File: src/rtl/dm_pkg.sv
// Shared types for the sized data memory: access size codes, FSM states and
// the bytes-per-size helper.
package dm_pkg;

    typedef enum logic [1:0] {
        SIZE_B   = 2'b00,
        SIZE_H   = 2'b01,
        SIZE_W   = 2'b10,
        SIZE_BAD = 2'b11
    } size_e;

    typedef enum logic [1:0] {
        ST_IDLE = 2'b00,
        ST_WAIT = 2'b01,
        ST_RESP = 2'b10
    } state_e;

    localparam int unsigned CNT_W  = 4;
    localparam int unsigned DATA_W = 32;

    // Number of bytes touched by an access of the given size; 0 for the illegal code.
    function automatic logic [2:0] size_bytes(input logic [1:0] size);
        case (size)
            SIZE_B:  size_bytes = 3'd1;
            SIZE_H:  size_bytes = 3'd2;
            SIZE_W:  size_bytes = 3'd4;
            default: size_bytes = 3'd0;
        endcase
    endfunction

endpackage

File: src/rtl/dm_lane_mux.sv
// Big-endian lane steering: lane k is byte M[a+k], held in bits [31-8k -: 8].
// Builds extended load data and store byte enables/data.
module dm_lane_mux
    import dm_pkg::*;
(
    input  logic [1:0]        size_i,
    input  logic              unsigned_i,
    input  logic [DATA_W-1:0] rd_bytes_i,
    input  logic [DATA_W-1:0] wdata_i,
    output logic [DATA_W-1:0] load_data_o,
    output logic [3:0]        wr_be_o,
    output logic [DATA_W-1:0] wr_bytes_o
);

    always_comb begin
        load_data_o = '0;
        wr_be_o     = '0;
        wr_bytes_o  = '0;
        case (size_i)
            SIZE_B: begin
                load_data_o = unsigned_i ? {24'h0, rd_bytes_i[31:24]}
                                         : {{24{rd_bytes_i[31]}}, rd_bytes_i[31:24]};
                wr_be_o     = 4'b0001;
                wr_bytes_o  = {wdata_i[7:0], 24'h0};
            end
            SIZE_H: begin
                load_data_o = unsigned_i ? {16'h0, rd_bytes_i[31:16]}
                                         : {{16{rd_bytes_i[31]}}, rd_bytes_i[31:16]};
                wr_be_o     = 4'b0011;
                wr_bytes_o  = {wdata_i[15:0], 16'h0};
            end
            SIZE_W: begin
                load_data_o = rd_bytes_i;
                wr_be_o     = 4'b1111;
                wr_bytes_o  = wdata_i;
            end
            default: ;
        endcase
    end

endmodule

File: src/rtl/dm_sized_ctrl.sv
// Handshaked byte-addressed big-endian data memory with byte/half/word access,
// programmable wait states and error reporting. DM_ALIGN_CHECK_EN enables the misalignment check.
module dm_sized_ctrl
    import dm_pkg::*;
#(
    parameter int unsigned DEPTH       = 32,
    parameter int unsigned ADDR_W      = 32,
    parameter int unsigned WAIT_CYCLES = 0
) (
    input  logic              clk,
    input  logic              rst,
    input  logic              req_valid,
    output logic              req_ready,
    input  logic              req_write,
    input  logic [1:0]        req_size,
    input  logic              req_unsigned,
    input  logic [ADDR_W-1:0] req_addr,
    input  logic [31:0]       req_wdata,
    output logic              resp_valid,
    input  logic              resp_ready,
    output logic [31:0]       resp_rdata,
    output logic              resp_err
);

    localparam int unsigned IDX_W = (DEPTH > 1) ? $clog2(DEPTH) : 1;
    localparam int unsigned EXT_W = ADDR_W + 1;

    state_e             state_q;
    logic [CNT_W-1:0]   cnt_q;
    logic               wr_q;
    logic [1:0]         size_q;
    logic               uns_q;
    logic [ADDR_W-1:0]  addr_q;
    logic [31:0]        wdata_q;
    logic [7:0]         mem_q [DEPTH];
    logic               req_ready_q;
    logic               resp_valid_q;
    logic [31:0]        resp_rdata_q;
    logic               resp_err_q;

    logic               cur_wr_c;
    logic [1:0]         cur_size_c;
    logic               cur_uns_c;
    logic [ADDR_W-1:0]  cur_addr_c;
    logic [31:0]        cur_wdata_c;
    logic               accept_c;
    logic               commit_c;
    logic               range_err_c;
    logic               align_err_c;
    logic               err_c;
    logic [EXT_W-1:0]   lane_addr_c [4];
    logic [31:0]        rd_bytes_c;
    logic [31:0]        load_data_c;
    logic [3:0]         wr_be_c;
    logic [31:0]        wr_bytes_c;

    assign req_ready  = req_ready_q;
    assign resp_valid = resp_valid_q;
    assign resp_rdata = resp_rdata_q;
    assign resp_err   = resp_err_q;

    // With no wait states the commit edge is the acceptance edge, so the live request is used there.
    always_comb begin
        if (state_q == ST_IDLE) begin
            cur_wr_c    = req_write;
            cur_size_c  = req_size;
            cur_uns_c   = req_unsigned;
            cur_addr_c  = req_addr;
            cur_wdata_c = req_wdata;
        end else begin
            cur_wr_c    = wr_q;
            cur_size_c  = size_q;
            cur_uns_c   = uns_q;
            cur_addr_c  = addr_q;
            cur_wdata_c = wdata_q;
        end
    end

    assign accept_c = (state_q == ST_IDLE) && req_valid && req_ready_q;
    assign commit_c = (accept_c && (WAIT_CYCLES == 0)) ||
                      ((state_q == ST_WAIT) && (cnt_q == '0));

    // Range check in one extra bit so the end address never wraps.
    assign range_err_c = (EXT_W'(cur_addr_c) + EXT_W'(size_bytes(cur_size_c))) > EXT_W'(DEPTH);

`ifdef DM_ALIGN_CHECK_EN
    assign align_err_c = ((cur_size_c == SIZE_H) && cur_addr_c[0]) ||
                         ((cur_size_c == SIZE_W) && (cur_addr_c[1:0] != 2'b00));
`else
    assign align_err_c = 1'b0;
`endif

    assign err_c = (cur_size_c == SIZE_BAD) || range_err_c || align_err_c;

    // Gather the four big-endian lanes starting at the access address.
    always_comb begin
        rd_bytes_c = '0;
        for (int k = 0; k < 4; k++) begin
            lane_addr_c[k] = EXT_W'(cur_addr_c) + EXT_W'(k);
            if (lane_addr_c[k] < EXT_W'(DEPTH)) begin
                rd_bytes_c[31-8*k -: 8] = mem_q[IDX_W'(lane_addr_c[k])];
            end
        end
    end

    dm_lane_mux u_lane_mux (
        .size_i      (cur_size_c),
        .unsigned_i  (cur_uns_c),
        .rd_bytes_i  (rd_bytes_c),
        .wdata_i     (cur_wdata_c),
        .load_data_o (load_data_c),
        .wr_be_o     (wr_be_c),
        .wr_bytes_o  (wr_bytes_c)
    );

    always_ff @(posedge clk or posedge rst) begin
        if (rst) begin
            state_q      <= ST_IDLE;
            cnt_q        <= '0;
            wr_q         <= 1'b0;
            size_q       <= 2'b00;
            uns_q        <= 1'b0;
            addr_q       <= '0;
            wdata_q      <= '0;
            req_ready_q  <= 1'b1;
            resp_valid_q <= 1'b0;
            resp_rdata_q <= '0;
            resp_err_q   <= 1'b0;
            for (int i = 0; i < DEPTH; i++) begin
                mem_q[i] <= '0;
            end
        end else begin
            if (commit_c) begin
                resp_err_q   <= err_c;
                resp_rdata_q <= (err_c || cur_wr_c) ? '0 : load_data_c;
                if (cur_wr_c && !err_c) begin
                    for (int k = 0; k < 4; k++) begin
                        if (wr_be_c[k]) begin
                            mem_q[IDX_W'(lane_addr_c[k])] <= wr_bytes_c[31-8*k -: 8];
                        end
                    end
                end
            end

            case (state_q)
                ST_IDLE: begin
                    if (accept_c) begin
                        wr_q        <= req_write;
                        size_q      <= req_size;
                        uns_q       <= req_unsigned;
                        addr_q      <= req_addr;
                        wdata_q     <= req_wdata;
                        req_ready_q <= 1'b0;
                        if (WAIT_CYCLES == 0) begin
                            state_q      <= ST_RESP;
                            resp_valid_q <= 1'b1;
                        end else begin
                            state_q <= ST_WAIT;
                            cnt_q   <= CNT_W'(WAIT_CYCLES - 1);
                        end
                    end
                end
                ST_WAIT: begin
                    if (cnt_q == '0) begin
                        state_q      <= ST_RESP;
                        resp_valid_q <= 1'b1;
                    end else begin
                        cnt_q <= cnt_q - CNT_W'(1);
                    end
                end
                ST_RESP: begin
                    if (resp_ready) begin
                        state_q      <= ST_IDLE;
                        resp_valid_q <= 1'b0;
                        req_ready_q  <= 1'b1;
                    end
                end
                default: state_q <= ST_IDLE;
            endcase
        end
    end

endmodule
File: config.mk
export PLATFORM = sky130hd
export DESIGN_NAME = dm_sized_ctrl
export DESIGN_NICKNAME = d
export VERILOG_FILES = /design/src/rtl/dm_pkg.sv /design/src/rtl/dm_lane_mux.sv /design/src/rtl/dm_sized_ctrl.sv
export SDC_FILE = /design/constraint.sdc
export NUM_CORES = 2
export LEC_CHECK = 0
export CAP_MARGIN = 30
export CORE_MARGIN = 2
export CORE_UTILIZATION = 40
export CTS_BUF_LIST = sky130_fd_sc_hd__clkbuf_4
export CTS_CLUSTER_DIAMETER = 40
export DETAILED_ROUTE_END_ITERATION = 12
export PLACE_DENSITY_LB_ADDON = 0.1
export SYNTH_ARGS = -nofsm -noshare
export SYNTH_HDL_FRONTEND = slang
export SYNTH_HIERARCHICAL = 1
export SYNTH_SLANG_ARGS = --single-unit
export TNS_END_PERCENT = 5
File: constraint.sdc
create_clock -name clk -period 10.3 [get_ports clk]
set_input_delay 1.03 -clock clk [delete_from_list [all_inputs] [get_ports clk]]
set_output_delay 1.03 -clock clk [all_outputs]
set_load 0.02 [all_outputs]
==> run summary <==
worst slack, placed: 3068 ps
clock latency on the worst-skew pair: 1060 ps
syn nets: 4,996
status: finished clean
gr usage total: 39.88%
initial antenna violation count: 6
CP max FO: 51
RSZ-0062 raised after global routing: false
Async SR Flop Fraction: 100.0%
post-CTS resize count: 0
maximum clock insertion buffer count: 3
GRT overflow: 0
slowest cell on the critical path: a221oi_1
area grow syn2layout: 9.482%
Die Wd: 315.8 um
Setup violations, final: 0
Core ar.: 96,570 um^2
clock edge transition at the registers on the reported setup and hold paths: 70 ps
Std-Cell Rows: 114
largest net degree at the start of global routing: 151
Logic pwr share: 61.6%
Clock Sinks: 359
critical path class: flop to flop
share of power burned in registers: 20.0%
gpl congestion: 1.071
DRT Pass-1 Iters: 9
P_leak: 0.01757 uW
fill cell count: 9,687
Post-Route Setup TNS: 0 ps
Vias: 41,630
Period minus WS final: 7398 ps
PwrDens: 199.7 nW/um^2
Rel. slew slack: 1.301%
final hold violation count: 0
DRT iter0 DRCs: 6,307
Area contributors post-synth: dfrtp_1 23%, mux2i_1 12%, mux2_2 9.9%
switch share: 56.34%
CTS tree: done
Fmax achieved: 135.2 MHz
final wirelength: 204.5 mm
CTS root buf: clkbuf_4
nets@finish: 4,917
P_int: 3711 uW
Synth Warn #: 6
arrival time worst endpoint: 8250 ps
DRC violations left: 0
CP startpoint kind: flop
worst hold margin: 371.2 ps
Clock power frac: 18.4%
routed len/inst: 32.97 um
critical path capture point type: flop
synthesized area: 38,880 um^2
HP Class: input port to asynchronous set/reset pin
DIE AREA: 99,700 um^2
RR Startpoint: resp_valid
crit path setup slack, layout: 2902 ps
Final Slew Violations: 0
post-route ant nets: 0
sw power: 4788 uW
Req. time, crit path: 11,150 ps
top cell type's share of synthesized area: 23.04%
# IOs: 107
CTS Hold Bufs: 0
global-route wire length before repair: 289.4 mm
share of layout cells above drive strength 1: 16.26%
CTS buffer count: 117
Die Span Y: 315.8 um
Max rail drop VDD: 0.2202 mV
vias in the first global route: 38,270
dpl hpwl: 138.3 mm
register bit total from synthesis: 359
post-synthesis sequential area ratio: 23.11%
Synth Flop Type: dfrtp_1
Max-Cap Viols: 0
syn avg cell area: 7.916 um^2
via density per instance: 6.713
cells after synthesis: 4,911
CP startpoint: resp_valid
post-CTS setup buffers: 0
clk_skew: 67.86 ps
H-tree Lvls: 3
Max stage delay on crit path: 960 ps
area leader, netlist: dfrtp_1
Tcrit/Tclk final: 71.82%
EDFF count, synth: 0
most used cell, CP: buf_4
Worst Tran Pin Value: 1480 ps
port bufs: 106
Distinct cells, synth: 90
Initial Utilization: 40.26%
worst path cell trace: buf_4, mux2i_4, buf_4, inv_2, ha_1, xnor2_2, buf_4, nand2_1, a311oi_1, a211oi_1, a221oi_1, nor3_1, a22oi_1, a21oi_1, inv_1, o21ai_0
per-layer routing:
metal,wire (um),up-vias,global-route usage [%]
li1,-,17900,-
met1,82080,20210,53.18
met2,85470,2817,58.58
met3,23180,698,10.12
met4,13710,6,22.46
met5,40,-,0
worst max-delay path: cells and delay by family, from the launching register on:
family                   cells  cell delay, ps
buffers and inverters        5            2370
AND/OR/NAND/NOR              2             250
AO/OA/AOI/OAI                6            2110
multiplexers                 1             290
adder cells (fa/ha/maj)      1             620
flip-flops                   1             920
XOR/XNOR                     1             540
layout make-up:
class | instances | area [um^2] | share of cell area [%]
sequential | 359 | 8989 | 21.12
clock buffer | 171 | 1284 | 3.016
antenna | 6 | 15.01 | 0.03528
timing repair buffer | 251 | 2247 | 5.280
clock inverter | 36 | 203.9 | 0.4792
tap | 1276 | 1597 | 3.751
inverter | 50 | 196.4 | 0.4615
multi-input combinational | 4053 | 28030 | 65.86
state kept, by name (all words and copies together) (netlist names):
name / flops
resp_rdata: 32
size_q: 2
uns_q: 1
req_ready: 1
wr_q: 1
mem_q: 256
resp_valid: 1
addr_q: 32
resp_err: 1
wdata_q: 32
cells by family after synthesis:
group	synth area share, %
and+or+nand+nor	22.05
muxes	31.85
AOI/OAI and AO/OA	16.05
buffers and inverters	5.661
DFF	23.11
xor gates and xnor gates	0.8529
adders and majority gates	0.4184
metrics by stage:
stage	total power, uW	std cells	instance area [um^2]	util (%)
2_1_floorplan	4594	4911	38880	-
3_3_place_gp	6662	5970	40870	42.32
3_5_place_dp	6674	5983	41010	42.47
4_1_cts	8260	6190	42500	44.01
5_1_grt	8659	6201	42560	44.07
6_report	8500	6202	42560	44.08
worst paths after layout:
path / endpoint / slack, ps / depth (start not counted)
setup / recovery: resp_rdata[14] / 2900 / 16
setup reg to reg: resp_rdata[14] / 2900 / 16
max in group asynchronous: mem_q[31] / 7840 / 4
hold reg to reg: resp_rdata[8] / 480 / 2
hold / removal: addr_q[13] / 370 / 2
min in group clk: resp_rdata[8] / 480 / 2
cell usage after synthesis, types with 6 or more instances:
| cell | instances |
|---|---|
| ha_1 | 13 |
| buf_1 | 57 |
| mux2i_1 | 483 |
| a221oi_1 | 10 |
| o31ai_1 | 10 |
| buf_4 | 11 |
| a21o_1 | 6 |
| a21oi_1 | 201 |
| o211ai_1 | 53 |
| or4_1 | 11 |
| a222oi_1 | 18 |
| or3_1 | 11 |
| a311o_1 | 32 |
| nand4_1 | 26 |
| buf_2 | 25 |
| nand2_1 | 949 |
| clkbuf_1 | 322 |
| mux2_2 | 341 |
| a22oi_1 | 37 |
| a311oi_1 | 58 |
| o311a_1 | 11 |
| dfrtp_1 | 358 |
| nor4_1 | 25 |
| nor3_1 | 118 |
| o2111ai_1 | 6 |
| a31oi_1 | 95 |
| o22ai_1 | 9 |
| and2_1 | 27 |
| a32oi_1 | 9 |
| o21ai_1 | 27 |
| xnor2_1 | 31 |
| nand3b_1 | 23 |
| nor2_2 | 6 |
| inv_1 | 45 |
| buf_6 | 34 |
| o21ai_0 | 266 |
| a211oi_1 | 44 |
| and3_1 | 84 |
| a211o_1 | 28 |
| mux4_2 | 38 |
| mux2_1 | 248 |
| nand3_1 | 347 |
| nor2_1 | 265 |
cell usage in the layout, fill, tap and decap left out, types with 37 or more instances in the layout:
cell type,instances
o21ai_0,266
clkbuf_4,171
a211oi_1,44
inv_1,44
nor3_1,118
and3_1,84
a22oi_1,37
mux2_1,248
nor2_1,249
o211ai_1,53
clkdlybuf4s50_1,106
a31oi_1,95
mux4_2,38
dfrtp_1,357
buf_4,132
nand2_1,949
mux2_2,341
a311oi_1,58
nand3_1,346
mux2i_1,479
a21oi_1,201
power by group through the flow:
stage          Clock, uW  Combinational [uW]  Sequential [uW]
6_report            1560                5240             1700
2_1_floorplan          0                2930             1660
4_1_cts             1600                4960             1700
5_1_grt             1670                5260             1720
3_3_place_gp           0                4940             1720
3_5_place_dp           0                4950             1720
(Power assumes the default switching activity.)
